`src/rtl/uart_stream_pkg.sv`:
```
// -----------------------------------------------------------------------------
// uart_stream_pkg
// Shared constants and types for the framebuffer-to-UART byte streamer:
//   SYNC0/SYNC1 - two sync bytes that open every frame
//   HDR_LEN     - header length in bytes (sync pair + HRes + VRes, big-endian)
//   PIXEL_W     - RGB444 pixel width
//   state_t     - streamer FSM state encoding
//   hdr_byte()  - header byte selected by its index within the header
// -----------------------------------------------------------------------------
package uart_stream_pkg;

    localparam logic [7:0] SYNC0   = 8'hAA;
    localparam logic [7:0] SYNC1   = 8'h55;
    localparam int         HDR_LEN = 6;
    localparam int         PIXEL_W = 12;

    typedef enum logic [2:0] {
        IDLE,
        HDR,
        FETCH,
        PACK,
        CSUM,
        END
    } state_t;

    function automatic logic [7:0] hdr_byte(input logic [2:0]  idx,
                                            input logic [15:0] hres,
                                            input logic [15:0] vres);
        logic [7:0] b;
        case (idx)
            3'd0:    b = SYNC0;
            3'd1:    b = SYNC1;
            3'd2:    b = hres[15:8];
            3'd3:    b = hres[7:0];
            3'd4:    b = vres[15:8];
            3'd5:    b = vres[7:0];
            default: b = 8'h00;
        endcase
        return b;
    endfunction

endpackage

```
`src/rtl/vga_frame_uart_streamer_if.sv`:
```
// -----------------------------------------------------------------------------
// vga_frame_uart_streamer_if
// Bundles the two data paths of the streamer:
//   framebuffer read port : o_rd_en, o_rd_addr (to memory), i_rd_data (from
//                           memory, valid one cycle after o_rd_en)
//   UART byte handshake   : o_byte_valid, o_byte (to UART), i_uart_ready (from
//                           UART); a byte moves when valid && ready.
// Modports:
//   master - the streamer side
//   slave  - the framebuffer/UART side
// -----------------------------------------------------------------------------
interface vga_frame_uart_streamer_if #(
    parameter int AddrWidth = 15
);

    logic                                 o_rd_en;
    logic [AddrWidth-1:0]                 o_rd_addr;
    logic [uart_stream_pkg::PIXEL_W-1:0]  i_rd_data;
    logic                                 o_byte_valid;
    logic [7:0]                           o_byte;
    logic                                 i_uart_ready;

    modport master (
        output o_rd_en,
        output o_rd_addr,
        input  i_rd_data,
        output o_byte_valid,
        output o_byte,
        input  i_uart_ready
    );

    modport slave (
        input  o_rd_en,
        input  o_rd_addr,
        output i_rd_data,
        input  o_byte_valid,
        input  o_byte,
        output i_uart_ready
    );

endinterface

```
`src/rtl/rgb444_pair_packer.sv`:
```
// -----------------------------------------------------------------------------
// rgb444_pair_packer
// Holds one pixel pair (A, B) and selects one of the three packed bytes:
//   sel 0 : A[11:4]
//   sel 1 : {A[3:0], B[11:8]}
//   sel 2 : B[7:0]
// Ports:
//   CLK, RST   - clock, asynchronous active-low reset
//   cap_a      - load pix into A
//   cap_b      - load pix into B
//   pix        - pixel from the framebuffer read port
//   sel        - packed byte index
//   byte_out   - selected byte (combinational from A/B)
// -----------------------------------------------------------------------------
module rgb444_pair_packer
    import uart_stream_pkg::*;
(
    input  logic               CLK,
    input  logic               RST,
    input  logic               cap_a,
    input  logic               cap_b,
    input  logic [PIXEL_W-1:0] pix,
    input  logic [1:0]         sel,
    output logic [7:0]         byte_out
);

    logic [PIXEL_W-1:0] pix_a;
    logic [PIXEL_W-1:0] pix_b;

    // NOTE: these are plain registers, not a memory array, so they take the
    // async reset like every other flop; a RAM would be left unreset.
    always_ff @(posedge CLK or negedge RST) begin
        if (!RST) begin
            pix_a <= '0;
            pix_b <= '0;
        end else begin
            if (cap_a) pix_a <= pix;
            if (cap_b) pix_b <= pix;
        end
    end

    // NOTE: byte_out gets a value on every path (default first) so no latch
    // is inferred for the unused sel code.
    always_comb begin
        byte_out = 8'h00;
        case (sel)
            2'd0:    byte_out = pix_a[11:4];
            2'd1:    byte_out = {pix_a[3:0], pix_b[11:8]};
            2'd2:    byte_out = pix_b[7:0];
            default: byte_out = 8'h00;
        endcase
    end

endmodule

```
`src/rtl/vga_frame_uart_streamer.sv`:
```
// -----------------------------------------------------------------------------
// vga_frame_uart_streamer
// On a one-cycle i_start, walks the framebuffer in linear order and emits one
// byte frame to the UART: 6-byte header (AA 55 HRes VRes), then every pixel
// pair packed into three bytes, then (optionally) an XOR checksum byte.
// Build option:
//   FRAME_CHECKSUM_EN - when defined, an 8-bit running XOR of all payload bytes
//                       is appended as the final byte of each frame.
// Ports:
//   CLK, RST   - clock, asynchronous active-low reset
//   i_start    - capture request, ignored unless idle
//   o_busy     - high from accepted i_start until the final byte is accepted
//   o_done     - one-cycle pulse after the final byte is accepted
//   bus        - framebuffer read port and UART byte handshake (master side)
// Parameters: HRes, VRes (frame size, HRes*VRes even), AddrWidth.
// -----------------------------------------------------------------------------
module vga_frame_uart_streamer
    import uart_stream_pkg::*;
#(
    parameter int HRes      = 160,
    parameter int VRes      = 120,
    parameter int AddrWidth = $clog2(HRes * VRes)
) (
    input  logic                       CLK,
    input  logic                       RST,
    input  logic                       i_start,
    output logic                       o_busy,
    output logic                       o_done,
    vga_frame_uart_streamer_if.master  bus
);

    localparam logic [15:0]          HRES_W    = 16'(HRes);
    localparam logic [15:0]          VRES_W    = 16'(VRes);
    localparam logic [AddrWidth-1:0] LAST_ADDR = AddrWidth'(HRes * VRes - 1);
    localparam logic [AddrWidth-1:0] ADDR_ONE  = AddrWidth'(1);

    state_t     state;
    logic [2:0] cnt;        // byte index in HDR/PACK, cycle index in FETCH
    logic       transfer;
    logic       cap_a;
    logic       cap_b;
    logic [1:0] pack_sel;
    logic [7:0] pack_byte;
`ifdef FRAME_CHECKSUM_EN
    logic [7:0] csum;
`endif

    assign transfer = bus.o_byte_valid && bus.i_uart_ready;

    // A is on the read data bus in FETCH cycle 1, B in FETCH cycle 2.
    assign cap_a = (state == FETCH) && (cnt == 3'd1);
    assign cap_b = (state == FETCH) && (cnt == 3'd2);

    // o_byte is registered, so the packer is asked for the byte that will be
    // offered next: byte 0 while leaving FETCH, cnt+1 while in PACK. Byte 0
    // needs only A, which is already held when B is being captured.
    assign pack_sel = (state == PACK) ? 2'(cnt + 3'd1) : 2'd0;

    rgb444_pair_packer u_packer (
        .CLK      (CLK),
        .RST      (RST),
        .cap_a    (cap_a),
        .cap_b    (cap_b),
        .pix      (bus.i_rd_data),
        .sel      (pack_sel),
        .byte_out (pack_byte)
    );

    // NOTE: all state and outputs update with non-blocking assignments so
    // every branch reads the pre-edge values of its neighbours.
    always_ff @(posedge CLK or negedge RST) begin
        if (!RST) begin
            state            <= IDLE;
            cnt              <= 3'd0;
            o_busy           <= 1'b0;
            o_done           <= 1'b0;
            bus.o_rd_en      <= 1'b0;
            bus.o_rd_addr    <= '0;
            bus.o_byte_valid <= 1'b0;
            bus.o_byte       <= 8'h00;
`ifdef FRAME_CHECKSUM_EN
            csum             <= 8'h00;
`endif
        end else begin
            o_done <= 1'b0;
            case (state)
                IDLE: begin
                    if (i_start) begin
                        state            <= HDR;
                        cnt              <= 3'd0;
                        o_busy           <= 1'b1;
                        bus.o_byte_valid <= 1'b1;
                        bus.o_byte       <= SYNC0;
`ifdef FRAME_CHECKSUM_EN
                        csum             <= 8'h00;
`endif
                    end
                end

                HDR: begin
                    if (transfer) begin
                        if (cnt == 3'(HDR_LEN - 1)) begin
                            state            <= FETCH;
                            cnt              <= 3'd0;
                            bus.o_byte_valid <= 1'b0;
                            bus.o_rd_en      <= 1'b1;
                        end else begin
                            cnt        <= cnt + 3'd1;
                            bus.o_byte <= hdr_byte(cnt + 3'd1, HRES_W, VRES_W);
                        end
                    end
                end

                FETCH: begin
                    case (cnt)
                        3'd0: begin
                            // Second read of the pair; rd_en stays high.
                            bus.o_rd_addr <= bus.o_rd_addr + ADDR_ONE;
                            cnt           <= 3'd1;
                        end
                        3'd1: begin
                            bus.o_rd_en <= 1'b0;
                            cnt         <= 3'd2;
                        end
                        default: begin
                            state            <= PACK;
                            cnt              <= 3'd0;
                            bus.o_byte_valid <= 1'b1;
                            bus.o_byte       <= pack_byte;
                        end
                    endcase
                end

                PACK: begin
                    if (transfer) begin
`ifdef FRAME_CHECKSUM_EN
                        csum <= csum ^ bus.o_byte;
`endif
                        if (cnt == 3'd2) begin
                            // The address only advances between pairs, so it
                            // stops at the last pixel instead of wrapping.
                            if (bus.o_rd_addr == LAST_ADDR) begin
`ifdef FRAME_CHECKSUM_EN
                                state      <= CSUM;
                                bus.o_byte <= csum ^ bus.o_byte;
`else
                                state            <= END;
                                bus.o_byte_valid <= 1'b0;
                                o_busy           <= 1'b0;
                                o_done           <= 1'b1;
`endif
                            end else begin
                                state            <= FETCH;
                                cnt              <= 3'd0;
                                bus.o_byte_valid <= 1'b0;
                                bus.o_rd_en      <= 1'b1;
                                bus.o_rd_addr    <= bus.o_rd_addr + ADDR_ONE;
                            end
                        end else begin
                            cnt        <= cnt + 3'd1;
                            bus.o_byte <= pack_byte;
                        end
                    end
                end

`ifdef FRAME_CHECKSUM_EN
                CSUM: begin
                    if (transfer) begin
                        state            <= END;
                        bus.o_byte_valid <= 1'b0;
                        o_busy           <= 1'b0;
                        o_done           <= 1'b1;
                    end
                end
`endif

                END: begin
                    state         <= IDLE;
                    cnt           <= 3'd0;
                    bus.o_rd_addr <= '0;
                end

                default: state <= IDLE;
            endcase
        end
    end

endmodule

```
`src/flat_wrapper.sv`:
```
// flat-port wrapper written by rule: the top's interface ports become plain ports
module vga_frame_uart_streamer_flat import uart_stream_pkg::*;
#(
    parameter int HRes      = 160,
    parameter int VRes      = 120,
    parameter int AddrWidth = $clog2(HRes * VRes)
)
  (CLK, RST, i_start, o_busy, o_done, bus_o_rd_en, bus_o_rd_addr, bus_i_rd_data, bus_o_byte_valid, bus_o_byte, bus_i_uart_ready);
  vga_frame_uart_streamer_if #(.AddrWidth(AddrWidth)) bus_i ();
  input  logic CLK;
  input  logic RST;
  input  logic i_start;
  output logic o_busy;
  output logic o_done;
  output wire logic [$bits(bus_i.o_rd_en)-1:0] bus_o_rd_en;
  output wire logic [$bits(bus_i.o_rd_addr)-1:0] bus_o_rd_addr;
  input wire logic [$bits(bus_i.i_rd_data)-1:0] bus_i_rd_data;
  output wire logic [$bits(bus_i.o_byte_valid)-1:0] bus_o_byte_valid;
  output wire logic [$bits(bus_i.o_byte)-1:0] bus_o_byte;
  input wire logic [$bits(bus_i.i_uart_ready)-1:0] bus_i_uart_ready;
  assign bus_o_rd_en = bus_i.o_rd_en;
  assign bus_o_rd_addr = bus_i.o_rd_addr;
  assign bus_i.i_rd_data = bus_i_rd_data;
  assign bus_o_byte_valid = bus_i.o_byte_valid;
  assign bus_o_byte = bus_i.o_byte;
  assign bus_i.i_uart_ready = bus_i_uart_ready;
  vga_frame_uart_streamer #(.HRes(HRes), .VRes(VRes), .AddrWidth(AddrWidth)) u_core (.CLK(CLK), .RST(RST), .i_start(i_start), .o_busy(o_busy), .o_done(o_done), .bus(bus_i));
endmodule
```
`config.mk`:
```
export PLATFORM = sky130hd
export DESIGN_NAME = vga_frame_uart_streamer_flat
export DESIGN_NICKNAME = d
export VERILOG_FILES = /design/src/rtl/uart_stream_pkg.sv /design/src/rtl/vga_frame_uart_streamer_if.sv /design/src/rtl/rgb444_pair_packer.sv /design/src/rtl/vga_frame_uart_streamer.sv /design/src/flat_wrapper.sv
export SDC_FILE = /design/constraint.sdc
export NUM_CORES = 1
export LEC_CHECK = 0
export CAP_MARGIN = 0
export CORE_MARGIN = 2
export CORE_UTILIZATION = 45
export CTS_BUF_LIST = sky130_fd_sc_hd__clkbuf_8
export DETAILED_ROUTE_END_ITERATION = 8
export PLACE_DENSITY = 0.65
export RECOVER_POWER = 25
export SYNTH_ARGS = -nofsm -noshare
export SYNTH_HDL_FRONTEND = slang
export SYNTH_SLANG_ARGS = --single-unit
```
`constraint.sdc`:
```
create_clock -name CLK -period 2.8 [get_ports CLK]
set_clock_uncertainty 0.05 [all_clocks]
set_input_delay 0.28 -clock CLK [delete_from_list [all_inputs] [get_ports CLK]]
set_output_delay 0.28 -clock CLK [all_outputs]
set_load 0.02 [all_outputs]
```
==> results of run 1 <==
-- how the worst max path moves through the flow --
stage / cells after the start / slack, ns / endpoint / startpoint
floorplan: 8 / 0.48 / u_core.bus.o_rd_addr[6] / u_core.cnt[0]
global placement: 6 / 0.51 / u_core.bus.o_rd_addr[3] / u_core.bus.o_rd_addr[0]
detailed placement: 6 / 0.45 / u_core.bus.o_rd_addr[3] / u_core.bus.o_rd_addr[0]
CTS: 6 / 0.42 / u_core.bus.o_rd_addr[3] / u_core.bus.o_rd_addr[0]
global route: 3 / 0.24 / u_core.u_packer.pix_b[4] / RST
finish: 6 / 0.42 / u_core.bus.o_rd_addr[3] / u_core.bus.o_rd_addr[0]
-- power groups by stage --
stage	Sequential, mW	Combinational, mW	Clock [mW]
finish	1.52	2.23	0.872
global route	1.58	2.49	0.922
CTS	1.52	2.24	0.882
detailed placement	1.54	2.23	0
global placement	1.53	2.21	0
floorplan	1.65	1.35	0
-- kinds of logic after synthesis --
group	count (synthesis)	share of synthesized area [%]
compound gates	84	18.6
simple gates	110	18.5
xor+xnor	6	1.66
fa+ha+maj	7	2.77
flops	57	45.1
mux	27	9.60
buf+inv	29	3.83
-- flip-flops by register name (all words and copies together) (netlist names) --
signal,count
u_core.bus.o_rd_addr,15
u_core.u_packer.pix_a,12
u_core.u_packer.pix_b,12
u_core.bus.o_byte,8
u_core.cnt,3
u_core.state,3
u_core.bus.o_byte_valid,1
u_core.bus.o_rd_en,1
u_core.o_busy,1
u_core.o_done,1
-- layout make-up --
cell class | count | share of cell area (%)
Sequential cell | 57 | 36.4
Clock inverter | 6 | 2.33
Tap cell | 96 | 3.06
Multi-Input combinational cell | 234 | 41.3
Clock buffer | 10 | 3.51
Timing Repair Buffer | 51 | 12.3
Inverter | 12 | 1.15
-- cell usage in the layout, fill, tap and decap left out, drive strengths merged, types with 6 or more instances in the layout --
| master | synthesis | final |
|---|---|---|
| nor2 | 18 | 18 |
| nand3 | 13 | 13 |
| and2 | 9 | 9 |
| a31oi | 17 | 17 |
| buf | 7 | 7 |
| nand2 | 33 | 33 |
| a21oi | 15 | 15 |
| nand2b | 6 | 6 |
| dfrtp | 57 | 57 |
| o21ai | 13 | 13 |
| inv | 11 | 11 |
| clkdlybuf4s50 | 0 | 41 |
| mux2 | 27 | 27 |
| clkbuf | 10 | 12 |
| ha | 7 | 7 |
-- repair_timing --
| action | CTS | global route |
|---|---|---|
| endpoints found under the hold margin | 31 | 0 |
| buffers inserted | 0 | 0 |
| hold buffers | 1 | 0 |
-- stage by stage --
stage	hold slack, ns	util, %
floorplan	-0.0656	-
global placement	0.341	54.2
detailed placement	0.354	54.2
CTS	0.453	57.8
global route	0.465	57.7
finish	0.448	57.7
-- per-layer routing --
layer | GRT usage (%) | vias to the layer above
met4 | 6.71 | 0
met2 | 34.2 | 59
met1 | 25.3 | 1254
met5 | 0 | -
met3 | 4.52 | 10
li1 | - | 1271
==> impl_metrics.csv, run 1 <==
group,metric,value,unit
status,outcome,"complete, but fails checks",
status,violations,"capacitance limit, slew limit",
setup_path,critical_path_class,"flop to flop",
yosys,ys_warn_count,0,
timing,hold_viol,0,
detailed_routing,wl_per_cell,15.3,um
yosys,ys_ff_latch,57,
pwr,switching_share,39.8,%
pwr,vdd_ir_drop_max,566,uV
setup_path,crit_path_top_delay_cell,"or4_1",
yosys,synth_edf_count,0,
yosys,synth-seq-area-share,45.1,%
setup_path,crit_arrival,2.59,ns
place,dp_cells,449,
place,globalplace.congestion,0.861,
die,io_pins,43,
layout,layout-drive-gt1-share,16.2,%
setup_path,r2r_end,"u_core.bus.o_rd_addr[3]",
setup_path,cp-end-kind,"flop",
setup_path,worst-r2r-cell-count,6,
detailed_routing,top_layer_used,"met4",
layout,syn_to_final_growth,23.8,%
yosys,netlist_area,0.00317,sq mm
die,row_count,30,
die,core,0.00679,sq mm
pwr,p_total,4.62,mW
yosys,synth_fp_nets,343,
die,fp.dieArea,0.00772,sq mm
layout,antenna_cells,0,
setup_path,rrSetupSlack,0.42,ns
setup_path,crit_top_cell,"and3_1",
timing,fin_tns_setup,0,ns
timing,setup_viol,0,
timing,fmax,420,MHz
timing,finalCritPeriodShare,85.0,%
layout,multi_input_area,0.00162,sq mm
global_route,antenna_found_initial,0,
global_route,grt.total_usage,20.1,%
setup_path,crit_chain,"ha_1, and3_1, and3_1, and3_1, or4_1, a21oi_1",
clock_tree,cts_max_path_buffers,2,
min_path,whs_endpoint,"u_core.bus.o_rd_en",
setup_path,crit_path_max_fanout,16,
pwr,p_sw,1.84,mW
yosys,synth_cells,320,
timing,rsz0062_at_grt,"false",
detailed_routing,ant_nets,0,
die,die_h,87.9,um
clock_tree,cts_resized,0,
place,place_hpwl,5.11,mm
layout,ff_latch_area,0.00143,sq mm
layout,stdcell_area,0.00392,sq mm
detailed_routing,met3_length,344,um
pwr,powerDensity,1180,mW/mm^2
detailed_routing,vias,2594,
place,io_buffers,42,
timing,layout_setup_ws,0.421,ns
place,placed_area,0.00368,sq mm
min_path,whs_path_depth,1,
setup_path,cp.required,3.02,ns
setup_path,critPathLaunchType,"flop",
clock_tree,cts_tree,"built",
detailed_routing,drt-initial-drc-count,216,
yosys,yosys-top-cells-count,"dfrtp_1, nand2_1, mux2_2",
timing,timing.slew.headroom,-21.3,%
timing,worst_pin_slew,1.82,ns
clock_tree,cts.clk_slew.worst_paths,0.07,ns
yosys,synth.area.top_cells,"dfrtp_1, mux2_2, nand2_1, a31oi_1, ha_1",
detailed_routing,vias_per_cell,5.57,
clock_tree,numCtsBuffers,9,
timing,fin_crit,2.38,ns
layout,instances_no_fill,466,
setup_path,worst-path-buf-inv,0,
detailed_routing,dr_wl_met2,3.55,mm
yosys,avgSynthCellArea,9.89,sq um
pwr,internal_power,2.78,mW
detailed_routing,drc,0,
clock_tree,cts_root_buf,"clkbuf_8",
detailed_routing,wl_met1,3.18,mm
global_route,grt_pass1_wl,12.0,mm
min_path,min_path_type,"flop to flop",
setup_path,r2r-start,"u_core.bus.o_rd_addr[0]",
detailed_routing,routed_wl,7.15,mm
layout,final_net_count,388,
yosys,synthArstFlopShare,100,%
yosys,synth.most_common_cell,"dfrtp_1",
global_route,grt_overflow,0,
yosys,ys_types,55,
die,start_util,46.6,%
global_route,grt_max_degree,34,
clock_tree,htreeDepth,3,
min_path,holdCritStartpoint,"u_core.bus.o_rd_en",
pwr,seq_power_share,32.9,%
pwr,p_comb_share,48.2,%
flow_run,drv_cap,1,
global_route,grt_pass1_vias,2499,
pwr,p_leak,1.62,nW
yosys,ys.flop_type,"dfrtp_1",
clock_tree,cts.sinks,57,
layout,fillCellCount,595,
setup_path,max_stage_delay,0.53,ns
yosys,synth_top_area_share,45.1,%
detailed_routing,firstDrtPassIters,4,
clock_tree,clk_latency,0.34,ns
die,die_w,87.9,um
pwr,power.share.clock,18.9,%
setup_path,crit_family,"simple AND/OR/NAND/NOR gates",
timing,maxSlewViolCount,34,
place,place_ws,0.448,ns
yosys,synth_area_leader_cell,"dfrtp_1",
Note: power is estimated with default switching activity, not from simulation.
==> run 2, diff against run 1 <==
--- a/config.mk
+++ b/config.mk
@@ -10,7 +10,7 @@
 export CORE_UTILIZATION = 45
 export CTS_BUF_LIST = sky130_fd_sc_hd__clkbuf_8
 export DETAILED_ROUTE_END_ITERATION = 8
-export PLACE_DENSITY = 0.65
+export PLACE_DENSITY = 0.68
 export RECOVER_POWER = 25
 export SYNTH_ARGS = -nofsm -noshare
 export SYNTH_HDL_FRONTEND = slang
==> constraint.sdc (replaced) <==
create_clock -name CLK -period 2.05 [get_ports CLK]
set_clock_uncertainty 0.05 [all_clocks]
set_input_delay 0.205 -clock CLK [delete_from_list [all_inputs] [get_ports CLK]]
set_output_delay 0.205 -clock CLK [all_outputs]
set_load 0.02 [all_outputs]
==> run 2 against run 1 <==
  * The run now ends clean
  * Final cell count is 9.7% higher
  * Sequential share of layout area is 3.6 points lower
  * Utilization is 6.4 points higher
  * Sequential power is 34% higher
  * Register-to-register slack worse by 0.42 ns
  * Count of clock-buffer cells in the layout is 1 lower
  * First-iteration DRC count is 47% lower
  * Critical endpoint is now u_core.bus.o_rd_addr[11]
==> impl_metrics.csv, run 2 (synthesized netlist as in run 1, its figures left out) <==
group,metric,value,unit
status,outcome,"completed",
clock_tree,numCtsBuffers,9,
layout,stdcell_area,0.00436,sq mm
setup_path,crit_family,"compound AO/OA/AOI/OAI gates",
global_route,grt_overflow,0,
setup_path,r2r-start,"u_core.state[0]",
clock_tree,cts_tree,"built",
setup_path,r2r_end,"u_core.bus.o_rd_addr[11]",
timing,finalCritPeriodShare,100,%
layout,layout-drive-gt1-share,29.6,%
pwr,p_leak,1.85,nW
timing,rsz0062_at_grt,"true",
clock_tree,cts.sinks,57,
detailed_routing,drc,0,
detailed_routing,ant_nets,0,
setup_path,worst-path-buf-inv,0,
pwr,vdd_ir_drop_max,631,uV
layout,syn_to_final_growth,37.6,%
global_route,grt_pass1_vias,2719,
detailed_routing,drt-initial-drc-count,115,
layout,fillCellCount,562,
clock_tree,clk_latency,0.34,ns
global_route,grt.total_usage,21.8,%
min_path,min_path_type,"flop to flop",
die,die_h,87.9,um
timing,worst_pin_slew,0.931,ns
detailed_routing,firstDrtPassIters,4,
place,io_buffers,42,
setup_path,max_stage_delay,0.59,ns
place,globalplace.congestion,0.890,
min_path,holdCritStartpoint,"u_core.bus.o_byte[0]",
timing,timing.slew.headroom,37.9,%
die,io_pins,43,
detailed_routing,vias_per_cell,5.57,
timing,fin_crit,2.05,ns
timing,hold_viol,0,
die,fp.dieArea,0.00772,sq mm
setup_path,crit_arrival,2.20,ns
detailed_routing,vias,2845,
layout,regMostFlops,"u_core.bus.o_rd_addr",
global_route,grt_pass1_wl,12.9,mm
clock_tree,htreeDepth,3,
setup_path,crit_path_top_delay_cell,"a2111oi_1",
place,place_hpwl,5.99,mm
timing,fmax,488,MHz
setup_path,cp-end-kind,"flop",
clock_tree,cts_max_path_buffers,2,
die,row_count,30,
flow_run,drv_cap,0,
setup_path,critical_path_class,"flop to flop",
layout,antenna_cells,0,
min_path,whs_endpoint,"u_core.bus.o_byte[0]",
timing,setup_viol,0,
timing,fin_tns_setup,0,ns
global_route,antenna_found_initial,0,
die,die_w,87.9,um
layout,layout_commonest_cell,"dfrtp_1",
detailed_routing,routed_wl,8.18,mm
setup_path,crit_path_max_fanout,8,
layout,layout_common_cells,"dfrtp_1, buf_4, clkdlybuf4s50_1",
setup_path,crit_chain,"nor4b_4, a32oi_4, a2111oi_1, xnor2_1, nor2_1",
die,start_util,46.6,%
setup_path,rrSetupSlack,0.0002,ns
die,core,0.00679,sq mm
setup_path,worst-r2r-cell-count,5,
place,placed_area,0.00404,sq mm
min_path,whs_path_depth,2,
clock_tree,cts_root_buf,"clkbuf_8",
setup_path,cp.required,2.20,ns
setup_path,critPathLaunchType,"flop",
pwr,powerDensity,1600,mW/mm^2
layout,final_net_count,433,
timing,maxSlewViolCount,0,
layout,largest_register_ffs,15,
layout,reg_top3,"u_core.bus.o_rd_addr x15, u_core.u_packer.pix_a x12, u_core.u_packer.pix_b x12",
detailed_routing,wl_per_cell,16.0,um
global_route,grt_max_degree,30,
clock_tree,cts.clk_slew.worst_paths,0.07,ns
-- run 2: cell count changes in the layout (fill, tap and decap cells not counted), moves of 3 or more --
cell / before / now
clkinv_2: 0 / 3
dfrtp_2: 0 / 3
buf_4: 7 / 49
a21oi_1: 15 / 12
ha_1: 7 / 3
dfrtp_1: 57 / 54
a21oi_2: 0 / 3
-- run 2: layout make-up --
type / count / area [sq um] / share of cell area [%]
clock buffers: 9 / 124 / 2.84
flip-flops and latches: 57 / 1430 / 32.8
multi-input cells: 235 / 1720 / 39.4
clock inverters: 7 / 86.3 / 1.98
repair buffers: 95 / 828 / 19.0
inverters: 12 / 50.0 / 1.15
well taps: 96 / 120 / 2.76
-- run 2: repair_timing --
action / CTS / global route
hold buffers: 1 / 0
resized for setup: 1 / 17
gates cloned: 0 / 2
setup buffers: 0 / 5
endpoints found under the setup margin: 1 / 19
endpoints found under the hold margin: 15 / 0
pin swaps: 0 / 8
-- run 2: worst max path at each step --
stage | start | to | slack (ns) | depth (start not counted)
after floorplan | u_core.bus.o_rd_addr[0] | u_core.bus.o_rd_addr[6] | -0.04 | 8
after global placement | bus_i_uart_ready | u_core.bus.o_rd_addr[14] | -0.005 | 7
after detailed placement | bus_i_uart_ready | u_core.bus.o_rd_addr[14] | 0.005 | 7
after CTS | u_core.state[0] | u_core.cnt[1] | 0.002 | 6
after global routing | u_core.cnt[0] | u_core.bus.o_rd_addr[11] | -0.08 | 7
final | u_core.state[0] | u_core.bus.o_rd_addr[11] | 0.0002 | 5
-- run 2: tightest hold or removal path: cells and delay by family (launching register included) --
kind	cells	cell delay, ns
compound gates	1	0.06
simple gates	1	0.05
flops	1	0.35
-- run 2: power breakdown --
part,leakage [nW],switching (mW),internal [mW]
registers,0.645,0.398,1.64
clock network,0.110,0.460,0.673
logic,1.09,1.92,1.90
total,1.85,2.78,4.21
-- run 2: per-stage QoR --
| step | setup slack [ns] | utilization (%) | power, mW | cells | hold slack (ns) |
|---|---|---|---|---|---|
| 2_1_floorplan | -0.0449 | - | 4.16 | 320 | -0.141 |
| 3_3_place_gp | -0.00495 | 59.5 | 5.57 | 487 | 0.110 |
| 3_5_place_dp | 0.00538 | 59.5 | 5.65 | 487 | 0.120 |
| 4_1_cts | 0.00152 | 62.7 | 6.80 | 504 | 0.299 |
| 5_1_grt | -0.0765 | 64.1 | 7.47 | 511 | 0.447 |
| 6_report | 0.000155 | 64.1 | 6.99 | 511 | 0.442 |
-- run 2: per-layer routing --
metal / track usage (%) / vias up / wire [um]
li1: - / 1366 / -
met1: 28.3 / 1393 / 3690
met2: 36.8 / 80 / 4050
met3: 5.09 / 6 / 365
met4: 5.87 / 0 / 76
met5: 0 / - / 0
==> run 3, diff against run 2 <==
--- a/config.mk
+++ b/config.mk
@@ -7,11 +7,11 @@
 export LEC_CHECK = 0
 export CAP_MARGIN = 0
 export CORE_MARGIN = 2
-export CORE_UTILIZATION = 45
+export CORE_UTILIZATION = 50
 export CTS_BUF_LIST = sky130_fd_sc_hd__clkbuf_8
+export CTS_CLUSTER_SIZE = 28
 export DETAILED_ROUTE_END_ITERATION = 8
-export PLACE_DENSITY = 0.68
-export RECOVER_POWER = 25
+export PLACE_DENSITY = 0.75
 export SYNTH_ARGS = -nofsm -noshare
 export SYNTH_HDL_FRONTEND = slang
 export SYNTH_SLANG_ARGS = --single-unit
==> run 3 against run 2 <==
  * Sequential power up 2%
  * Highest routed layer unchanged
  * Combinational power fell by 4%
  * Count of clock-buffer cells in the layout stayed put
  * Maximum frequency rose by 2.5%
  * Largest cell class unchanged
  * Utilization increased by 6.9 points
  * Critical path type unchanged
  * Design area fell by 1.8%
==> impl_metrics.csv, run 3 (synthesized netlist as in run 1, its figures left out) <==
group,metric,value,unit
pwr,switching_share,40.5,%
status,outcome,"completed",
setup_path,crit_path_max_fanout,16,
global_route,antenna_found_initial,0,
detailed_routing,wl_per_cell,17.2,um
global_route,grt_pass1_vias,2792,
die,core,0.00603,sq mm
detailed_routing,vias_per_cell,6.08,
detailed_routing,ant_nets,0,
global_route,use_met3,5.04,%
setup_path,critPathLaunchType,"flop",
layout,fillCellCount,458,
setup_path,cp-end-kind,"flop",
min_path,min_path_type,"input pin to async pin",
global_route,grt.total_usage,23.4,%
layout,instances_no_fill,478,
layout,layout_common_cells,"dfrtp_1, clkdlybuf4s50_1, buf_4",
place,place_ws,-0.0159,ns
timing,hold_viol,0,
global_route,grt_pass1_wl,13.3,mm
setup_path,crit_path_top_delay_cell,"or4_4",
pwr,p_comb_share,52.8,%
setup_path,crit_top_cell,"and3_4",
setup_path,max_stage_delay,0.48,ns
layout,stdcell_area,0.00428,sq mm
clock_tree,htreeDepth,3,
layout,syn_to_final_growth,35.1,%
pwr,internal_power,4.11,mW
global_route,grtUsageMet2,36.4,%
timing,worst_pin_slew,0.538,ns
detailed_routing,drt-initial-drc-count,249,
detailed_routing,vias,2908,
clock_tree,cts_max_path_buffers,2,
pwr,p_sw,2.80,mW
layout,final_net_count,421,
layout,layout_commonest_cell,"dfrtp_1",
setup_path,critical_path_class,"flop to flop",
die,die_h,83.6,um
setup_path,crit_arrival,2.22,ns
clock_tree,cts_tree,"built",
setup_path,crit_chain,"ha_4, and3_4, and3_4, and3_4, buf_12, or4_4, a21oi_2",
layout,antenna_cells,0,
place,place_hpwl,5.51,mm
clock_tree,cts.sinks,57,
timing,layout_setup_ws,0.0492,ns
timing,rsz0062_at_grt,"true",
place,dp_cells,456,
layout,largest_register_ffs,15,
pwr,power.share.clock,17.1,%
die,io_pins,43,
pwr,vdd_ir_drop_max,1030,uV
timing,fmax,500,MHz
global_route,use_met1,32.3,%
clock_tree,cts.clk_slew.worst_paths,0.07,ns
layout,layout-drive-gt1-share,28.8,%
place,placed_area,0.00397,sq mm
place,io_buffers,42,
pwr,p_leak,1.79,nW
detailed_routing,drc,0,
timing,fin_crit,2.00,ns
clock_tree,clk_latency,0.35,ns
global_route,grt_max_degree,58,
timing,setup_viol,0,
global_route,grt_overflow,0,
layout,postLayoutCoreUtil,71.0,%
die,start_util,52.5,%
global_route,busiest_layer,"met2",
die,die_w,83.6,um
detailed_routing,firstDrtPassIters,5,
place,globalplace.congestion,0.942,
flow_run,drv_cap,0,
timing,finalCritPeriodShare,97.6,%
timing,maxSlewViolCount,0,
detailed_routing,routed_wl,8.21,mm
die,row_count,28,
clock_tree,numCtsBuffers,9,
pwr,powerDensity,1620,mW/mm^2
timing,fin_tns_setup,0,ns
timing,timing.slew.headroom,63.2,%
layout,reg_top3,"u_core.bus.o_rd_addr x15, u_core.u_packer.pix_a x12, u_core.u_packer.pix_b x12",
layout,regMostFlops,"u_core.bus.o_rd_addr",
clock_tree,cts_root_buf,"clkbuf_8",
die,fp.dieArea,0.00698,sq mm
setup_path,cp.required,2.27,ns
pwr,seq_power_share,30.0,%
## run 3: power groups by stage
stage                     registers, mW  logic, mW  clock network [mW]
final                              2.08       3.65                1.18
after detailed placement           2.08       3.45                   0
after global placement             2.05       3.39                   0
after floorplan                    2.28       1.88                   0
after global routing               2.13       3.95                1.25
after CTS                          2.05       3.53                1.20
## run 3: layout make-up
| class | instances | area (sq um) | share of cell area [%] |
|---|---|---|---|
| sequential | 57 | 1440 | 33.5 |
| clock inverter | 7 | 93.8 | 2.19 |
| tap | 75 | 93.8 | 2.19 |
| timing repair buffer | 83 | 776 | 18.1 |
| multi-input combinational | 235 | 1700 | 39.8 |
| clock buffer | 9 | 124 | 2.90 |
| inverter | 12 | 52.6 | 1.23 |
## run 3: worst paths after layout
kind | slack (ns) | endpoint | cells past startpoint | from
max | 0.05 | u_core.bus.o_rd_addr[3] | 7 | u_core.bus.o_rd_addr[1]
min | 0.34 | u_core.bus.o_rd_addr[3] | 3 | RST
max reg2reg | 0.05 | u_core.bus.o_rd_addr[3] | 7 | u_core.bus.o_rd_addr[1]
min reg2reg | 0.46 | u_core.u_packer.pix_b[2] | 1 | u_core.u_packer.pix_b[2]
max in group asynchronous | 1.34 | u_core.cnt[2] | 3 | RST
min in group CLK | 0.45 | u_core.u_packer.pix_a[1] | 2 | bus_i_rd_data[1]
## run 3: repair_timing
action	CTS	global route
hold endpoints to repair	57	0
endpoints found under the setup margin	1	16
pin swaps	0	4
hold buffers	1	0
gates resized for setup	0	19
gates cloned	0	1
setup buffers	1	3
## run 3: worst max-delay path: cells and delay by family (launching register included)
family                     cells  cell delay (ns)
AOI/OAI and AO/OA              1             0.15
and+or+nand+nor                4             0.99
buffers and inverters          1             0.14
adders and majority gates      1             0.17
DFF                            1             0.43
## run 3: metrics by stage
step	hold slack (ns)	power (mW)
after floorplan	-0.141	4.16
after detailed placement	0.178	5.53
after global routing	0.382	7.34
final	0.344	6.91
after global placement	0.175	5.44
after CTS	0.355	6.78
## run 3: metal layers
layer,up-vias,part of all wire [%]
met5,-,0
li1,1345,-
met1,1424,44
met2,124,48
met4,0,1.7
met3,15,6.0
